[src/rtl/vend_pkg.sv]
// Shared definitions for the vending controller: state encoding, key bit
// positions, coin values and the credit width, plus key-to-event decode.
package vend_pkg;

  typedef enum logic [1:0] {
    ST_IDLE     = 2'd0,
    ST_PAY      = 2'd1,
    ST_DISPENSE = 2'd2,
    ST_CHANGE   = 2'd3
  } vend_state_e;

  typedef enum logic [1:0] {
    EV_NONE   = 2'd0,
    EV_COIN   = 2'd1,
    EV_BUY    = 2'd2,
    EV_CANCEL = 2'd3
  } vend_event_e;

  localparam int KEY_C05    = 0;
  localparam int KEY_C1     = 1;
  localparam int KEY_BUY    = 2;
  localparam int KEY_CANCEL = 3;

  localparam int CREDIT_W = 4;

  // Coin values carry one extra bit so the credit sum never wraps.
  localparam logic [CREDIT_W:0] COIN05_VAL = 5'd1;
  localparam logic [CREDIT_W:0] COIN1_VAL  = 5'd2;

  // Single winning event per cycle: cancel > buy > coin.
  function automatic vend_event_e key_event(logic [3:0] key);
    if (key[KEY_CANCEL]) return EV_CANCEL;
    if (key[KEY_BUY]) return EV_BUY;
    if (key[KEY_C1] || key[KEY_C05]) return EV_COIN;
    return EV_NONE;
  endfunction

  // Coin 1 yuan outranks coin 0.5 yuan when both pulse together.
  function automatic logic [CREDIT_W:0] coin_value(logic [3:0] key);
    if (key[KEY_C1]) return COIN1_VAL;
    if (key[KEY_C05]) return COIN05_VAL;
    return '0;
  endfunction

endpackage

[src/rtl/vend_if.sv]
// Key pulses in, credit/dispense/change indications out.
// master: the debouncer/bench side; slave: the vending FSM.
interface vend_if;
  import vend_pkg::*;

  logic [3:0]          key_pulse;
  logic [CREDIT_W-1:0] credit;
  logic                dispense;
  logic                change_valid;
  logic [CREDIT_W-1:0] change_amt;
  logic                coin_reject;
  logic                short_pulse;

  modport master (
    output key_pulse,
    input  credit, dispense, change_valid, change_amt, coin_reject, short_pulse
  );

  modport slave (
    input  key_pulse,
    output credit, dispense, change_valid, change_amt, coin_reject, short_pulse
  );
endinterface

[src/rtl/vend_fsm_hold_timer.sv]
// Loadable down-counter that times the dispense and change hold phases.
// done is high whenever the count reads zero.
module hold_timer #(
  parameter int HOLD_CYC = 50_000_000
) (
  input  logic clk,
  input  logic rst_n,
  input  logic load,
  output logic done
);
  localparam int TW = $clog2(HOLD_CYC);
  localparam logic [TW-1:0] LOAD_V = TW'(HOLD_CYC - 1);

  logic [TW-1:0] cnt;

  // Load on phase entry, then count down and rest at zero.
  always_ff @(posedge clk or negedge rst_n) begin
    if (!rst_n)
      cnt <= '0;
    else if (load)
      cnt <= LOAD_V;
    else if (cnt != '0)
      cnt <= cnt - TW'(1);
  end

  assign done = (cnt == '0);
endmodule

[src/rtl/vend_fsm.sv]
// Vending controller: accumulates coin credit, handles buy/cancel and
// drives hold-timed dispense and change indications.
// Optional feature macro: VEND_AUTO_BUY_EN (purchase as soon as credit
// reaches the price, without pressing buy).
//
//   state    | meaning
//   IDLE     | no credit
//   PAY      | credit > 0, waiting for coins/buy/cancel
//   DISPENSE | dispense held for HOLD_CYC cycles
//   CHANGE   | change_amt presented for HOLD_CYC cycles
module vend_fsm
  import vend_pkg::*;
#(
  parameter int PRICE      = 5,
  parameter int CREDIT_MAX = 15,
  parameter int HOLD_CYC   = 50_000_000
) (
  input logic clk,
  input logic rst_n,
  vend_if.slave bus
);
  localparam int CW1 = CREDIT_W + 1;
  localparam logic [CREDIT_W:0]   MAX_V   = CW1'(CREDIT_MAX);
  localparam logic [CREDIT_W:0]   PRICE_V = CW1'(PRICE);
  localparam logic [CREDIT_W-1:0] PRICE_C = CREDIT_W'(PRICE);
`ifdef VEND_AUTO_BUY_EN
  localparam bit AUTO_BUY = 1'b1;
`else
  localparam bit AUTO_BUY = 1'b0;
`endif

  vend_state_e         state;
  logic [CREDIT_W-1:0] credit_q, change_q, camt_q;
  logic                disp_q, cv_q, rej_q, short_q;

  vend_event_e         ev;
  logic [CREDIT_W:0]   coin_val, sum;
  logic                coin_ok, can_buy, auto_hit, timer_load, done;

  // Event decode, saturating-sum check and hold-timer load on phase entry.
  always_comb begin
    ev         = key_event(bus.key_pulse);
    coin_val   = coin_value(bus.key_pulse);
    sum        = {1'b0, credit_q} + coin_val;
    coin_ok    = (sum <= MAX_V);
    can_buy    = ({1'b0, credit_q} >= PRICE_V);
    auto_hit   = AUTO_BUY && (sum >= PRICE_V);
    timer_load = 1'b0;
    case (state)
      ST_IDLE, ST_PAY: begin
        if (ev == EV_COIN)
          timer_load = coin_ok && auto_hit;
        else if (state == ST_PAY)
          timer_load = (ev == EV_CANCEL) || ((ev == EV_BUY) && can_buy);
      end
      ST_DISPENSE: timer_load = done && (change_q != '0);
      default:     timer_load = 1'b0;
    endcase
  end

  hold_timer #(.HOLD_CYC(HOLD_CYC)) u_hold (
    .clk  (clk),
    .rst_n(rst_n),
    .load (timer_load),
    .done (done)
  );

  // Main FSM with registered outputs.
  always_ff @(posedge clk or negedge rst_n) begin
    if (!rst_n) begin
      state    <= ST_IDLE;
      credit_q <= '0;
      change_q <= '0;
      camt_q   <= '0;
      disp_q   <= 1'b0;
      cv_q     <= 1'b0;
      rej_q    <= 1'b0;
      short_q  <= 1'b0;
    end else begin
      rej_q   <= 1'b0;
      short_q <= 1'b0;
      case (state)
        ST_IDLE, ST_PAY: begin
          case (ev)
            EV_CANCEL: if (state == ST_PAY) begin
              change_q <= credit_q;
              camt_q   <= credit_q;
              credit_q <= '0;
              cv_q     <= 1'b1;
              state    <= ST_CHANGE;
            end
            EV_BUY: if (state == ST_PAY) begin
              if (can_buy) begin
                change_q <= credit_q - PRICE_C;
                credit_q <= '0;
                disp_q   <= 1'b1;
                state    <= ST_DISPENSE;
              end else begin
                short_q <= 1'b1;
              end
            end
            EV_COIN: begin
              if (!coin_ok) begin
                rej_q <= 1'b1;
              end else if (auto_hit) begin
                change_q <= sum[CREDIT_W-1:0] - PRICE_C;
                credit_q <= '0;
                disp_q   <= 1'b1;
                state    <= ST_DISPENSE;
              end else begin
                credit_q <= sum[CREDIT_W-1:0];
                state    <= ST_PAY;
              end
            end
            default: ;
          endcase
        end
        ST_DISPENSE: begin
          rej_q <= (ev == EV_COIN);
          if (done) begin
            disp_q <= 1'b0;
            if (change_q != '0) begin
              camt_q <= change_q;
              cv_q   <= 1'b1;
              state  <= ST_CHANGE;
            end else begin
              state <= ST_IDLE;
            end
          end
        end
        default: begin
          rej_q <= (ev == EV_COIN);
          if (done) begin
            cv_q     <= 1'b0;
            camt_q   <= '0;
            change_q <= '0;
            state    <= ST_IDLE;
          end
        end
      endcase
    end
  end

  assign bus.credit       = credit_q;
  assign bus.dispense     = disp_q;
  assign bus.change_valid = cv_q;
  assign bus.change_amt   = camt_q;
  assign bus.coin_reject  = rej_q;
  assign bus.short_pulse  = short_q;
endmodule
[src/flat_wrapper.sv]
// flat-port wrapper written by rule: the top's interface ports become plain ports
module vend_fsm_flat import vend_pkg::*;
#(
  parameter int PRICE      = 5,
  parameter int CREDIT_MAX = 15,
  parameter int HOLD_CYC   = 50_000_000
)
  (clk, rst_n, bus_key_pulse, bus_credit, bus_dispense, bus_change_valid, bus_change_amt, bus_coin_reject, bus_short_pulse);
  vend_if bus_i ();
  input logic clk;
  input logic rst_n;
  input wire logic [$bits(bus_i.key_pulse)-1:0] bus_key_pulse;
  output wire logic [$bits(bus_i.credit)-1:0] bus_credit;
  output wire logic [$bits(bus_i.dispense)-1:0] bus_dispense;
  output wire logic [$bits(bus_i.change_valid)-1:0] bus_change_valid;
  output wire logic [$bits(bus_i.change_amt)-1:0] bus_change_amt;
  output wire logic [$bits(bus_i.coin_reject)-1:0] bus_coin_reject;
  output wire logic [$bits(bus_i.short_pulse)-1:0] bus_short_pulse;
  assign bus_i.key_pulse = bus_key_pulse;
  assign bus_credit = bus_i.credit;
  assign bus_dispense = bus_i.dispense;
  assign bus_change_valid = bus_i.change_valid;
  assign bus_change_amt = bus_i.change_amt;
  assign bus_coin_reject = bus_i.coin_reject;
  assign bus_short_pulse = bus_i.short_pulse;
  vend_fsm #(.PRICE(PRICE), .CREDIT_MAX(CREDIT_MAX), .HOLD_CYC(HOLD_CYC)) u_core (.clk(clk), .rst_n(rst_n), .bus(bus_i));
endmodule
[config.mk]
export PLATFORM = sky130hd
export DESIGN_NAME = vend_fsm_flat
export DESIGN_NICKNAME = d
export VERILOG_FILES = /design/src/rtl/vend_pkg.sv /design/src/rtl/vend_if.sv /design/src/rtl/vend_fsm_hold_timer.sv /design/src/rtl/vend_fsm.sv /design/src/flat_wrapper.sv
export SDC_FILE = /design/constraint.sdc
export NUM_CORES = 1
export LEC_CHECK = 0
export CORE_UTILIZATION = 53
export DETAILED_ROUTE_END_ITERATION = 7
export GPL_ROUTABILITY_DRIVEN = 0
export GPL_TIMING_DRIVEN = 0
export HOLD_SLACK_MARGIN = 0.05
export PLACE_DENSITY = 0.86
export SKIP_CTS_REPAIR_TIMING = 1
export SYNTH_ARGS = -nofsm -noshare
export SYNTH_HDL_FRONTEND = slang
export SYNTH_SLANG_ARGS = --single-unit
[constraint.sdc]
create_clock -name clk -period 2 [get_ports clk]
set_input_delay 0.6 -clock clk [delete_from_list [all_inputs] [get_ports clk]]
set_output_delay 0.6 -clock clk [all_outputs]
set_load 0.1 [all_outputs]
Word level (Yosys, flattened, before mapping)
Cells that the tools add are included.

Flip-flop bits (word level): 44. Input port bits: 6.

Add/subtract/negate cells: 3. Order comparisons: 2. Equality and inequality tests: 21. Multiplexer cells: 65. Bitwise logic cells: 1. Reductions and logical operators: 18.

Operators with widths (number): 26-bit 2-to-1 mux (2); 4-bit 2-to-1 mux (11); 26-bit logical NOT (1); 1-bit 2-to-1 mux (26); 2-bit 2-to-1 mux (13); 26-bit nonzero test (1); 26-bit by 1-bit subtractor with 26-bit output (second input constant) (1); 4-bit one-hot mux with 2 select lines (3); 5-bit 2-to-1 mux (4); 2-bit by 1-bit != test with 1-bit output (second input constant) (10); 3-bit by 2-bit != test with 1-bit output (second input constant) (4); 4-bit one-hot mux with 3 select lines (1); 6-bit AND reduction (2); 5-bit AND reduction (2); 7-bit AND reduction (1); 2-bit equality test (second input constant) (3); 1-bit one-hot mux with 2 select lines (3); 2-bit one-hot mux with 3 select lines (1); 2-bit nonzero test (3); 4-bit by 5-bit adder with 5-bit output (1); 5-bit by 4-bit less-or-equal comparator with 1-bit output (second input constant) (1); 2-bit by 1-bit equality test with 1-bit output (second input constant) (2); 4-bit by 3-bit >= comparator with 1-bit output (second input constant) (1); 4-bit by 1-bit != test with 1-bit output (second input constant) (1); 10 further kinds (12).

Longest topological paths before layout
Gate-level depths: netlist (run 1).

Word-level depth: 14. Mapped depth: 9. Depth with buffers taken out: 8.

Hierarchy
From an unflattened synthesis (run 1), not the netlist that was laid out.

Cell total of the unflattened synthesis: 265. Area total of the unflattened synthesis: 2587.5 um^2.

By module, submodules not included: hold_timer (instances 1, cells each 153, area each 1478.9 um^2, seq. area each 650.6 um^2); vend_fsm (instances 1, cells each 112, area each 1108.6 um^2, seq. area each 450.4 um^2).

Worst setup path after synthesis (run 1)
No wires, ideal clock.

Path type: register to register. From: register u_core.credit_q[1], in the netlist u_core.bus.credit[1]. To: register u_core.change_q[0]. Library setup time: 0.126 ns. Arrival time: 2.479 ns. Slack: -0.605 ns. Cell stages (with the launch flop): 8. Cell sequence: dfrtp_1 > inv_1 > ha_1 > nor2b_1 > o21ai_0 > a21o_1 > o21ai_0 > a221o_1.

Word-level cells in the longest chain between the ends: 3.

Ends and longest elaborated chain: start, declared (RTL line vend_fsm.sv:33) `logic [CREDIT_W-1:0] credit_q, change_q, camt_q;`; start signal, assigned (RTL line vend_fsm.sv:111) `credit_q <= sum[CREDIT_W-1:0];`; 4-bit by 3-bit >= comparator with 1-bit output (RTL line vend_fsm.sv:46) `can_buy = ({1'b0, credit_q} >= PRICE_V);`; 3-bit by 2-bit != test with 1-bit output (no source line); 6-bit AND reduction (no source line); end signal, assigned (RTL line vend_fsm.sv:86) `change_q <= credit_q;`; end signal, assigned (RTL line vend_fsm.sv:94) `change_q <= credit_q - PRICE_C;`; end signal, assigned (RTL line vend_fsm.sv:106) `change_q <= sum[CREDIT_W-1:0] - PRICE_C;`; end, declared (RTL line vend_fsm.sv:33).

No other way between the ends. A chain may end at the register's enable or synchronous reset.

Worst setup path after layout (run 1)
From: register u_core.u_hold.cnt[1]. To: register u_core.u_hold.cnt[4].

Word-level cells in the longest chain between the ends: 4. Elaborated cells on any way between the ends: 8. Those cells by class: 1 x add/sub; 3 x mux; 4 x reduce/logical.

Ends and longest elaborated chain: start, declared (RTL line vend_fsm_hold_timer.sv:14) `logic [TW-1:0] cnt;`; start signal, assigned (RTL line vend_fsm_hold_timer.sv:23) `cnt <= cnt - TW'(1);`; parallel branches: the longest is 4 deep, another holds 26-bit by 1-bit subtractor with 26-bit output.

Parallel ways; which one is timed is not known. The select of a mux whose other input is x is not followed.

==> flow_metrics.py, run 1 <==
metrics = {
    "run_status": {
        "outcome": "finished with violations",
        "violations": "setup timing",
    },
    "timing": {
        "setup_viol": 36,
        "slew_headroom_pct": 35.49,
        "fmax_ghz": 0.4481,
        "rsz0062_at_grt": "yes",
        "skew_ns": 0.006630,
        "setup_slack_ns": -0.2318,
        "maxSlewViolCount": 0,
        "hold_viol": 0,
        "period_needed_ns": 2.232,
        "period_share_pct": 111.6,
        "worst_pin_slew_ns": 0.9660,
        "setup-tns-final_ns": -5.690,
    },
    "final_layout": {
        "layout_common_cells": "dfrtp_1, nor2_1, buf_4",
        "n_antenna_cell": 0,
        "drive_above_1_share_pct": 31.89,
        "nNetsFinal": 335,
        "final_common_cell": "dfrtp_1",
        "utilization_pct": 72.42,
        "syn_to_final_growth_pct": 27.54,
    },
    "routing": {
        "drc": 0,
        "first_pass_iters": 5,
        "drtIter0Drc": 270,
        "post_drt_wl_per_cell_um": 20.21,
        "ant_nets": 0,
        "routed_via_density": 6.597,
        "num_vias": 2474,
        "wirelength_mm": 7.578,
    },
    "critical_path": {
        "r2r_end": "u_core.u_hold.cnt[4]$_DFFE_PN0P_",
        "crit_fanout": 10,
        "regToRegSetupSlack_ns": -0.23,
        "ff2ff_path_depth": 9,
        "worstPathRequired_ns": 2.20,
        "arrival_ns": 2.43,
        "start_kind": "register",
        "r2r-start": "u_core.u_hold.cnt[1]$_DFFE_PN0P_",
        "critPathKind": "reg -> reg",
        "worst_setup_path_end_kind": "register",
    },
    "worst_hold_path": {
        "hp-class": "in -> async",
    },
    "clocking": {
        "cts_inserted_buffers": 5,
        "clk_pin_slew_ns": 0.08,
        "worstSkewPairLatency_ns": 0.31,
        "cts_tree": "yes",
        "cts_root_buffer": "clkbuf_8",
        "htreeDepth": 2,
        "clk_path_buf_depth": 2,
        "clock_sinks": 44,
    },
    "global_route": {
        "grt_pass1_wl_mm": 9.563,
        "grt_usage_pct": 24.12,
        "grt.overflow.total": 0,
        "first_global_vias": 1968,
        "grt_antenna_before_repair": 0,
        "grt_max_degree": 33,
    },
    "die": {
        "pin_count": 18,
        "die_h_um": 71.47,
        "start_util_pct": 56.78,
        "design.core.area_um2": 4504,
        "rows": 24,
        "dieArea_um2": 5107,
        "die_w_um": 71.47,
    },
    "pwr": {
        "vdd_drop_max_mv": 0.4479,
        "p_leak_uw": 0.001306,
        "power_density_nw_per_um2": 494.9,
        "p_total_uw": 1614,
    },
    "synthesis": {
        "synth_cell_types": 49,
        "ys_seq_area_share_pct": 43.05,
        "ys.flop_type": "dfrtp_1",
        "ys_ff_latch": 44,
        "synth_area_um2": 2557,
        "synth-warning-count": 0,
        "async_reset_ff_share_pct": 100.0,
        "syn_inst": 275,
        "avgSynthCellArea_um2": 9.300,
        "syn-num-nets": 288,
        "synth_edf_count": 0,
    },
    "place": {
        "io_buffers": 17,
        "dpl.hpwl_mm": 4.139,
    },
    "run": {
        "maxCapViolCount": 0,
    },
}
==> metrics by stage <==
step / cell area (um^2) / hold slack (ns) / worst slack, ns / instances
floorplan: 2576 / 0.3044 / 0.01771 / 275
global placement: 2811 / 0.5280 / -1.069 / 344
detailed placement: 2826 / 0.5031 / -0.6828 / 345
CTS: 2927 / 0.1824 / -0.5410 / 353
global route: 3262 / 0.1953 / -0.3046 / 375
finish: 3262 / 0.1675 / -0.2318 / 375
==> Yosys cell counts (5+ instances only) <==
library cell | instances | area (um^2)
nor2_1 | 29 | 108.9
nor3_1 | 7 | 35.03
and3_1 | 7 | 43.79
xnor2_1 | 7 | 61.31
nor4_1 | 5 | 31.28
o211ai_1 | 5 | 37.54
o21ai_0 | 21 | 105.1
nand2_1 | 26 | 97.59
or3_1 | 6 | 37.54
inv_1 | 8 | 30.03
ha_1 | 6 | 75.07
clkbuf_1 | 6 | 22.52
nand3_1 | 12 | 60.06
dfrtp_1 | 44 | 1101
xor2_1 | 13 | 113.9
a21oi_1 | 11 | 55.05
==> sequential cells by signal, summed over array words and instances (netlist names) <==
signal                   flops
u_core.bus.credit            4
u_core.bus.change_valid      1
u_core.change_q              4
u_core.bus.short_pulse       1
u_core.bus.dispense          1
u_core.bus.coin_reject       1
u_core.state                 2
u_core.u_hold.cnt           26
u_core.bus.change_amt        4
==> layer usage <==
layer,share of wire (%),global-route usage [%]
met1,40,35.53
met2,49,36.40
met3,7.4,3.376
met4,4.0,9.368
met5,0,0
==> worst max path at each step <==
stage / startpoint / end / slack, ns / depth (start not counted)
2_1_floorplan: bus_key_pulse[0] / u_core.bus.credit[3]$_DFFE_PN0P_ / 0.02 / 8
3_3_place_gp: rst_n / u_core.bus.credit[1]$_DFFE_PN0P_ / -1.07 / 1
3_5_place_dp: bus_key_pulse[1] / u_core.bus.credit[3]$_DFFE_PN0P_ / -0.68 / 9
4_1_cts: u_core.bus.credit[1]$_DFFE_PN0P_ / bus_credit[1] / -0.54 / 1
5_1_grt: u_core.u_hold.cnt[0]$_DFFE_PN0P_ / u_core.u_hold.cnt[4]$_DFFE_PN0P_ / -0.30 / 9
6_report: u_core.u_hold.cnt[1]$_DFFE_PN0P_ / u_core.u_hold.cnt[4]$_DFFE_PN0P_ / -0.23 / 9
==> cells by family after synthesis <==
group,share of synthesized area [%]
AO/OA/AOI/OAI,15.61
XOR/XNOR,6.849
adder cells (fa/ha/maj),3.718
buffers and inverters,3.277
flip-flops,43.05
multiplexers,0.3914
AND/OR/NAND/NOR,27.10
==> worst max-delay path, stage by stage (launching register included) <==
cell     delay [ns]
dfrtp_1        0.45
inv_2          0.09
ha_1           0.14
nor4b_4        0.31
nand3_2        0.17
buf_6          0.17
buf_2          0.19
o21ai_0        0.32
xor2_1         0.21
nand2_2        0.06
==> where the power goes <==
group	total [uW]	switching (uW)	leakage, uW	internal, uW
Sequential	900	5.89	0.000496	894
Combinational	89.0	57.0	0.000758	32.0
Clock	626	310	0.0000515	315
Total	1610	373	0.00131	1240
==> area by class of cell <==
| type | count | area (um^2) |
|---|---|---|
| plain buffers | 10 | 72.57 |
| clock buffers | 8 | 100.1 |
| fillers | 290 | 1242 |
| inverters | 8 | 30.03 |
| multi-input cells | 213 | 1563 |
| flip-flops and latches | 44 | 1112 |
| well taps | 52 | 65.06 |
| repair buffers | 40 | 319.1 |
Note: power is estimated with default switching activity, not from simulation.
==> run 2, diff against run 1 <==
CELL_PAD_IN_SITES_DETAIL_PLACEMENT = 0   (was unset)
CELL_PAD_IN_SITES_GLOBAL_PLACEMENT = 1   (was unset)
CORE_UTILIZATION = 41   (was 53)
==> run 2 against run 1 <==
  * The flow still finishes with violations (setup timing)
  * Flip-flop and latch count unchanged
  * Clock-buffer cell count decreased by 2
  * Design area increased by 5.2%
  * Critical path depth decreased by 2
  * Clock skew increased by 0.0025 ns
  * Worst hold slack improved by 0.039 ns
  * Power decreased by 2.2%
  * Largest power group unchanged
==> flow_metrics.py, run 2 (synthesis results as in run 1) <==
metrics = {
    "timing": {
        "setup_viol": 33,
        "rsz0062_at_grt": "yes",
        "fmax_ghz": 0.4540,
        "period_share_pct": 110.1,
        "period_needed_ns": 2.202,
        "skew_ns": 0.009117,
        "maxSlewViolCount": 0,
        "hold_viol": 0,
        "holdWs_ns": 0.2066,
        "slew_headroom_pct": 60.57,
        "worst_pin_slew_ns": 0.5882,
        "setup_slack_ns": -0.2024,
    },
    "critical_path": {
        "arrival_ns": 2.45,
        "worst_setup_path_end_kind": "register",
        "crit_fanout": 5,
        "worstPathRequired_ns": 2.25,
        "start_kind": "register",
        "critPathKind": "reg -> reg",
    },
    "final_layout": {
        "max_flop_register": "u_core.u_hold.cnt",
        "n_antenna_cell": 0,
        "layout_common_cells": "dfrtp_1, nor2_1, buf_4",
        "multi_input_area_um2": 1619,
        "final_area_um2": 3431,
        "utilization_pct": 57.61,
        "fillerInstances": 516,
        "syn_to_final_growth_pct": 34.15,
        "largest_register_ffs": 26,
        "seq_area_um2": 1112,
        "drive_above_1_share_pct": 36.78,
        "nNetsFinal": 341,
        "final_common_cell": "dfrtp_1",
    },
    "global_route": {
        "grt_pass1_wl_mm": 9.984,
        "grt_antenna_before_repair": 0,
        "grt_usage_pct": 20.32,
        "grt.overflow.total": 0,
        "first_global_vias": 2004,
        "grt_max_degree": 30,
    },
    "die": {
        "pin_count": 18,
        "design.core.area_um2": 5956,
        "dieArea_um2": 6558,
        "rows": 28,
        "start_util_pct": 42.94,
        "die_h_um": 80.98,
        "die_w_um": 80.98,
    },
    "place": {
        "post_dp_cell_area_um2": 2855,
        "dpl.hpwl_mm": 4.204,
        "post-place-ws_ns": -0.7039,
        "io_buffers": 17,
    },
    "clocking": {
        "htreeDepth": 2,
        "worstSkewPairLatency_ns": 0.30,
        "cts_inserted_buffers": 5,
        "clk_pin_slew_ns": 0.09,
        "clock_sinks": 44,
        "cts_root_buffer": "clkbuf_8",
        "clk_path_buf_depth": 2,
        "cts_tree": "yes",
    },
    "pwr": {
        "pwr-share-clk_pct": 37.2,
        "share_seq_of_total_power_pct": 56.9,
        "vdd_drop_max_mv": 0.2987,
        "p_leak_uw": 0.001346,
        "power_density_nw_per_um2": 460.2,
        "power_frac_comb_pct": 5.8,
        "p_sw_uw": 374.5,
        "cell_internal_pwr_uw": 1204,
        "swShare_pct": 23.72,
    },
    "routing": {
        "met1_length_mm": 3.188,
        "routed_via_density": 5.725,
        "post_drt_wl_per_cell_um": 16.82,
        "num_vias": 2313,
        "wirelength_mm": 6.794,
        "ant_nets": 0,
        "first_pass_iters": 4,
        "highest_layer": "met4",
        "dr_wl_met2_mm": 3.147,
        "drc": 0,
        "wl_met3_um": 334,
        "drtIter0Drc": 147,
    },
    "run_status": {
        "violations": "setup timing",
        "outcome": "finished with violations",
    },
    "run": {
        "maxCapViolCount": 0,
    },
    "worst_hold_path": {
        "hp-class": "in -> async",
    },
}
run 2: cell count changes in the layout (fill, tap and decap cells not counted), moves of 3 or more:
| cell | change |
|---|---|
| buf_4 | +3 |
| buf_6 | +3 |
| clkbuf_1 | -3 |
| o21ai_1 | -3 |
run 2: worst max-delay path: stages (launching register included):
cell and delay, ns:
dfrtp_1 0.46, or4_4 0.54, nor4_4 0.27, buf_6 0.16
buf_6 0.10, nand4_1 0.15, o22ai_4 0.25, o221a_1 0.21
run 2: stage by stage:
stage	total power (uW)	TNS (ns)	cells
final	1579	-3.093	404
after global routing	1657	-5.406	404
after CTS	1590	-12.69	376
after detailed placement	1002	-9.283	368
after global placement	998.2	-47.53	367
after floorplan	955.9	0	275
run 2: area by class of cell:
| type | instances | share of cell area [%] |
|---|---|---|
| Timing Repair Buffer | 48 | 12.07 |
| Tap cell | 75 | 2.735 |
| Clock inverter | 2 | 0.2918 |
| Clock buffer | 6 | 2.407 |
| Buffer | 8 | 2.006 |
| Inverter | 8 | 0.8753 |
| Multi-Input combinational cell | 213 | 47.19 |
| Sequential cell | 44 | 32.42 |
run 2: path summary, 6_finish.rpt:
path,startpoint,to,slack [ns],cells past startpoint
min reg2reg,u_core.bus.change_amt[2]$_DFFE_PN0P_,u_core.bus.change_amt[2]$_DFFE_PN0P_,0.54,1
max in group asynchronous,rst_n,u_core.u_hold.cnt[5]$_DFFE_PN0P_,1.30,2
max,u_core.u_hold.cnt[4]$_DFFE_PN0P_,u_core.bus.change_amt[3]$_DFFE_PN0P_,-0.20,7
max reg2reg,u_core.u_hold.cnt[4]$_DFFE_PN0P_,u_core.bus.change_amt[3]$_DFFE_PN0P_,-0.20,7
min in group clk,u_core.bus.change_amt[2]$_DFFE_PN0P_,u_core.bus.change_amt[2]$_DFFE_PN0P_,0.54,1
min,rst_n,u_core.u_hold.cnt[21]$_DFFE_PN0P_,0.21,1
run 2: power groups by stage:
stage	Sequential (uW)	Clock, uW	Combinational [uW]
6_report	899	588	91.8
5_1_grt	900	654	103
4_1_cts	898	604	87.1
3_5_place_dp	916	0	85.8
3_3_place_gp	916	0	81.9
2_1_floorplan	923	0	33.0
run 2: per-layer routing:
layer,global-route usage (%),vias to the layer above
li1,-,1108
met3,4.157,12
met5,0,-
met1,29.87,1134
met4,7.500,0
met2,29.16,59
